$ cat src/rtl/mem_rd_mux_n.sv
// N-source read-port arbiter sharing one in-order memory read channel.
// A tag FIFO records which source issued each read so responses are steered back.
module mem_rd_mux_n #(
    parameter int NUM_SRC         = 4,
    parameter int ADDR_W          = 32,
    parameter int DATA_W          = 64,
    parameter int MAX_OUTSTANDING = 4,
    parameter int RR_EN           = 1,
    localparam int SRC_W          = (NUM_SRC > 2) ? $clog2(NUM_SRC) : 1,
    localparam int CNT_W          = $clog2(MAX_OUTSTANDING + 1)
) (
    input  logic                        clk,
    input  logic                        rst,
    input  logic [NUM_SRC-1:0]          src_rd_req_val,
    input  logic [NUM_SRC*ADDR_W-1:0]   src_rd_req_addr,
    output logic [NUM_SRC-1:0]          src_rd_req_rdy,
    output logic [NUM_SRC-1:0]          src_rd_resp_val,
    output logic [DATA_W-1:0]           src_rd_resp_data,
    input  logic [NUM_SRC-1:0]          src_rd_resp_rdy,
    output logic                        dst_rd_req_val,
    output logic [ADDR_W-1:0]           dst_rd_req_addr,
    input  logic                        dst_rd_req_rdy,
    input  logic                        dst_rd_resp_val,
    input  logic [DATA_W-1:0]           dst_rd_resp_data,
    output logic                        dst_rd_resp_rdy,
    output logic [CNT_W-1:0]            outstanding_cnt
);

    // A depth-1 FIFO still gets a 1-bit pointer; occupancy never exceeds 1.
    localparam int PTR_W = (MAX_OUTSTANDING > 1) ? $clog2(MAX_OUTSTANDING) : 1;
    localparam int DEPTH = 1 << PTR_W;

    logic [SRC_W-1:0] last_grant;
    logic [SRC_W-1:0] grant;
    logic [SRC_W-1:0] head;
    logic [SRC_W-1:0] tag_mem [DEPTH];
    logic [PTR_W-1:0] wr_ptr;
    logic [PTR_W-1:0] rd_ptr;
    logic [CNT_W-1:0] cnt;
    logic             any_req;
    logic             full;
    logic             empty;
    logic             push;
    logic             pop;

    assign any_req = |src_rd_req_val;
    assign full    = (cnt == CNT_W'(MAX_OUTSTANDING));
    assign empty   = (cnt == '0);
    assign head    = tag_mem[rd_ptr];

    // Grant depends only on request valids and last_grant, never on dst ready.
    always_comb begin
        logic             found;
        logic [SRC_W-1:0] idx;
        grant = '0;
        found = 1'b0;
        idx   = '0;
        for (int k = 0; k < NUM_SRC; k++) begin
            if (RR_EN != 0) begin
                idx = SRC_W'((int'(last_grant) + 1 + k) % NUM_SRC);
            end else begin
                idx = SRC_W'(k);
            end
            if (!found && src_rd_req_val[idx]) begin
                grant = idx;
                found = 1'b1;
            end
        end
    end

    always_comb begin
        dst_rd_req_addr = '0;
        for (int i = 0; i < NUM_SRC; i++) begin
            if (grant == SRC_W'(i)) begin
                dst_rd_req_addr = src_rd_req_addr[i*ADDR_W +: ADDR_W];
            end
        end
    end

    assign dst_rd_req_val = ~rst & any_req & ~full;

    always_comb begin
        src_rd_req_rdy = '0;
        for (int i = 0; i < NUM_SRC; i++) begin
            if (grant == SRC_W'(i)) begin
                src_rd_req_rdy[i] = ~rst & any_req & dst_rd_req_rdy & ~full;
            end
        end
    end

    // Response steering: only the head tag's source sees valid or drives ready.
    always_comb begin
        src_rd_resp_val = '0;
        for (int i = 0; i < NUM_SRC; i++) begin
            if (head == SRC_W'(i)) begin
                src_rd_resp_val[i] = ~rst & dst_rd_resp_val & ~empty;
            end
        end
    end

    assign dst_rd_resp_rdy  = ~rst & ~empty & src_rd_resp_rdy[head];
    assign src_rd_resp_data = dst_rd_resp_data;
    assign outstanding_cnt  = cnt;

    assign push = dst_rd_req_val & dst_rd_req_rdy;
    assign pop  = dst_rd_resp_val & dst_rd_resp_rdy;

    always_ff @(posedge clk) begin
        if (rst) begin
            wr_ptr     <= '0;
            rd_ptr     <= '0;
            cnt        <= '0;
            last_grant <= SRC_W'(NUM_SRC - 1);
        end else begin
            if (push) begin
                wr_ptr <= wr_ptr + PTR_W'(1);
            end
            if (pop) begin
                rd_ptr <= rd_ptr + PTR_W'(1);
            end
            case ({push, pop})
                2'b10:   cnt <= cnt + CNT_W'(1);
                2'b01:   cnt <= cnt - CNT_W'(1);
                default: cnt <= cnt;
            endcase
            if ((RR_EN != 0) && push) begin
                last_grant <= grant;
            end
        end
    end

    always_ff @(posedge clk) begin
        if (push) begin
            tag_mem[wr_ptr] <= grant;
        end
    end

    a_no_pop_empty: assert property (@(posedge clk) disable iff (rst)
        !(dst_rd_resp_val && dst_rd_resp_rdy && empty));
    a_no_push_full: assert property (@(posedge clk) disable iff (rst)
        !(push && full));
    a_rdy_onehot: assert property (@(posedge clk) $onehot0(src_rd_req_rdy));

endmodule

$ cat config.mk
export PLATFORM = sky130hd
export DESIGN_NAME = mem_rd_mux_n
export DESIGN_NICKNAME = d
export VERILOG_FILES = /design/src/rtl/mem_rd_mux_n.sv
export SDC_FILE = /design/constraint.sdc
export NUM_CORES = 1
export LEC_CHECK = 0
export CORE_AREA = 2 2 122 124
export CTS_CLUSTER_SIZE = 25
export DETAILED_ROUTE_END_ITERATION = 8
export DIE_AREA = 0 0 124 126
export GPL_TIMING_DRIVEN = 0
export HOLD_SLACK_MARGIN = 0.06
export PLACE_DENSITY_LB_ADDON = 0.08
export REMOVE_ABC_BUFFERS = 1
export SLEW_MARGIN = 20
export SYNTH_ARGS = -nofsm -noshare
export SYNTH_HDL_FRONTEND = slang
export SYNTH_SLANG_ARGS = --single-unit
$ cat constraint.sdc
create_clock -name clk -period 3.9 [get_ports clk]
set_clock_uncertainty 0.2 [all_clocks]
set_input_delay 1.17 -clock clk [delete_from_list [all_inputs] [get_ports clk]]
set_output_delay 1.17 -clock clk [all_outputs]
set_load 0.05 [all_outputs]
==> impl_metrics.ini <==
[global_routing]
pin_count_of_the_biggest_net_entering_global_routing = 13
first_pass_grt_wire_length_um = 18800
number_of_global_route_vias_before_repair = 2748
grt_usage_pct = 17.0
grt_remaining_overflow = 0
antenna_violations_before_repair = 0

[synth]
synth_seq_cells = 19
synth.cell_area_um2 = 2510
synthesis.yosys.warnings = 0
synth_top_area_cell = mux2i_1
netlist_instances = 269
number_of_synthesized_flops_with_an_enable_pin = 8
yosysUniqueCellTypes = 36
post_synth_main_area_contributors = mux2i_1 40%, buf_4 19%, edfxtp_1 9.6%, dfxtp_1 8.8%, ha_1 2.5%
synth-main-ff-cell = dfxtp_1
synth_seq_area_share_pct = 18.4
proportion_of_synthesized_flip_flops_having_asynchronous_set_or_reset_pct = 0
syn-mean-instance-area_um2 = 9.33
synth.top_cell.area_share_pct = 39.9

[placement]
place.port_buffers = 184
hpwl_um = 11400
postPlaceCellArea_um2 = 4250
gpl.final_weighted_congestion = 0.700
number_of_placed_cells_counting_well_taps = 566

[cells_and_area]
area_growth_syn_to_layout_pct = 92.5
num-fill-cells = 1509
multiInputGateArea_um2 = 1630
post-route-cell-area_um2 = 4830
design.final.nets = 632
layout-drive-gt1-share_pct = 27.6
insertedDiodeCount = 0
final-instance-count-excl-fill = 605
layout.area.seq_um2 = 460

[floorplanning]
floorplan.die.width_um = 124
initial_core_util_pct = 17.5
die-area_um2 = 15600
num_rows = 44
io_pins = 313
design.core.area_um2 = 14300
die_h_um = 126

[worst_setup_path]
critPathMaxFanout = 5
required_time_worst_endpoint_ns = 2.53
timing_worst_setup_path_type = in -> out
cp-end-kind = primary output
setup.worst_path.start_class = primary input
cp_data_arrival_time_ns = 2.64

[power]
power_per_cell_area_nw_per_um2 = 280
leakage_nw = 1.99
total_power_mw = 1.35
vdd_ir_drop_max_v = 0.000132

[timing]
layout_min_cycle_time_ns = 4.01
final_hold_violating_endpoints = 0
grt_setup_unrepaired = true
finalHoldWorstSlack_ns = 0.254
finalSetupViolations = 21
fin_crit_sh_pct = 103
max_slew_headroom_pct = 61.5
fmax_mhz = 249
worstMarginPinSlew_ns = 0.574
maxSlewViolCount = 0
post-route-worst-setup-slack_ns = -0.109
finalSetupTns_ns = -1.21

[clock_tree]
ctsRootBufferMaster = clkbuf_16
h-tree-depth = 1
clk_path_buf_depth = 2
hold_buffers = 0
tritoncts = built
insertion_delay_ns = 0.25
clk_pin_slew_worst_paths_ns = 0.06
cts_sinks = 19
num_cts_buffers = 3

[routing]
first_pass_iters = 4
drt-initial-drc-count = 73
final_antenna_net_count = 0
wl_um = 13700
drc = 0
detail_route.vias_per_cell = 4.17
dr_total_vias = 2525
detail_route.wl_per_cell_um = 22.7

[status]
status = complete, but fails checks
violations_in_the_final_reports = setup timing

[worst_hold_path]
hold_path_class = reg -> reg

[flow_run]
maxCapViolCount = 0
==> routing by layer <==
metal / vias up / GRT usage (%) / share of wire (%) / routed length (um)
met4: 4 / 1.32 / 0.31 / 42
met5: - / 7.89 / 0.68 / 94
met3: 6 / 18.6 / 23 / 3200
met1: 1103 / 16.4 / 34 / 4660
met2: 225 / 25.0 / 42 / 5730
li1: 1187 / - / - / -
==> synthesized netlist by cell type, types with 4 or more instances <==
master	n
a21oi_1	6
inv_1	8
buf_2	10
nand2b_1	4
dfxtp_1	11
mux2i_1	100
nand2_1	7
edfxtp_1	8
ha_1	5
buf_4	65
and3_1	5
nor2_1	10
==> area by class of cell <==
class	count	share of cell area, %
Multi-Input combinational cell	164	33.8
Clock inverter	1	0.104
Timing Repair Buffer	226	49.6
Sequential cell	19	9.53
Inverter	8	0.622
Tap cell	184	4.77
Clock buffer	3	1.55
==> timing repair <==
item	4_1_cts	5_1_grt
setup endpoints to repair	45	41
buffers inserted	30	6
gates resized for setup	316	28
cloned	5	0
pin swaps	5	8
==> final timing paths <==
kind	from	endpoint	slack, ns	depth (start not counted)
worst max register to register	flip-flop	outstanding_cnt[2]$_SDFFE_PP0P_	0.78	9
worst min register to register	rd_ptr[1]$_SDFFE_PP0P_	flip-flop	0.25	1
worst max-delay path	src_rd_req_val[2]	dst_rd_req_addr[14]	-0.11	10
worst min-delay path	rd_ptr[1]$_SDFFE_PP0P_	flip-flop	0.25	1
==> cell usage in the layout, fill, tap and decap left out, types with 2 or more instances in the layout <==
cell type | Yosys | layout
ha_1 | 5 | 5
nor2_1 | 10 | 10
inv_1 | 8 | 8
nand2_1 | 7 | 7
a21oi_1 | 6 | 4
and2b_2 | 2 | 2
buf_16 | 0 | 5
and3_1 | 5 | 5
a21oi_4 | 0 | 2
xnor2_1 | 2 | 2
buf_12 | 0 | 12
clkbuf_16 | 0 | 4
dfxtp_1 | 11 | 11
clkdlybuf4s50_1 | 0 | 137
mux2i_1 | 100 | 94
buf_8 | 0 | 5
edfxtp_1 | 8 | 8
buf_6 | 0 | 14
nand2b_1 | 4 | 3
clkbuf_4 | 0 | 3
mux2i_2 | 0 | 5
xor2_1 | 2 | 2
buf_4 | 65 | 47
==> where the power goes <==
part / internal, mW / switching (mW)
sequential: 0.218 / 0.00891
combinational: 0.457 / 0.459
clock: 0.137 / 0.0740
==> per-stage QoR <==
step | setup slack (ns) | utilization (%)
floorplan | -4.97 | -
finish | -0.109 | 33.7
CTS | -0.157 | 33.8
global route | -0.186 | 33.7
global placement | -7.46 | 28.2
detailed placement | -1.75 | 29.7
==> critical path: stages <==
cell	delay, ns
buf_8	0.10
nand2b_4	0.13
o22a_1	0.22
o21ai_4	0.09
clkbuf_16	0.17
buf_16	0.12
buf_8	0.12
buf_6	0.11
mux2i_1	0.18
buf_4	0.22
==> cell families after synthesis <==
kind of cell             after synthesis  share of synthesized area (%)
multiplexers                         102                           41.8
buffers and inverters                 86                           23.1
AND/OR/NAND/NOR                       37                           7.98
flip-flops                            19                           18.4
AO/OA/AOI/OAI                         15                           3.99
adder cells (fa/ha/maj)                6                           3.29
XOR/XNOR                               4                           1.40
(Power assumes the default switching activity.)
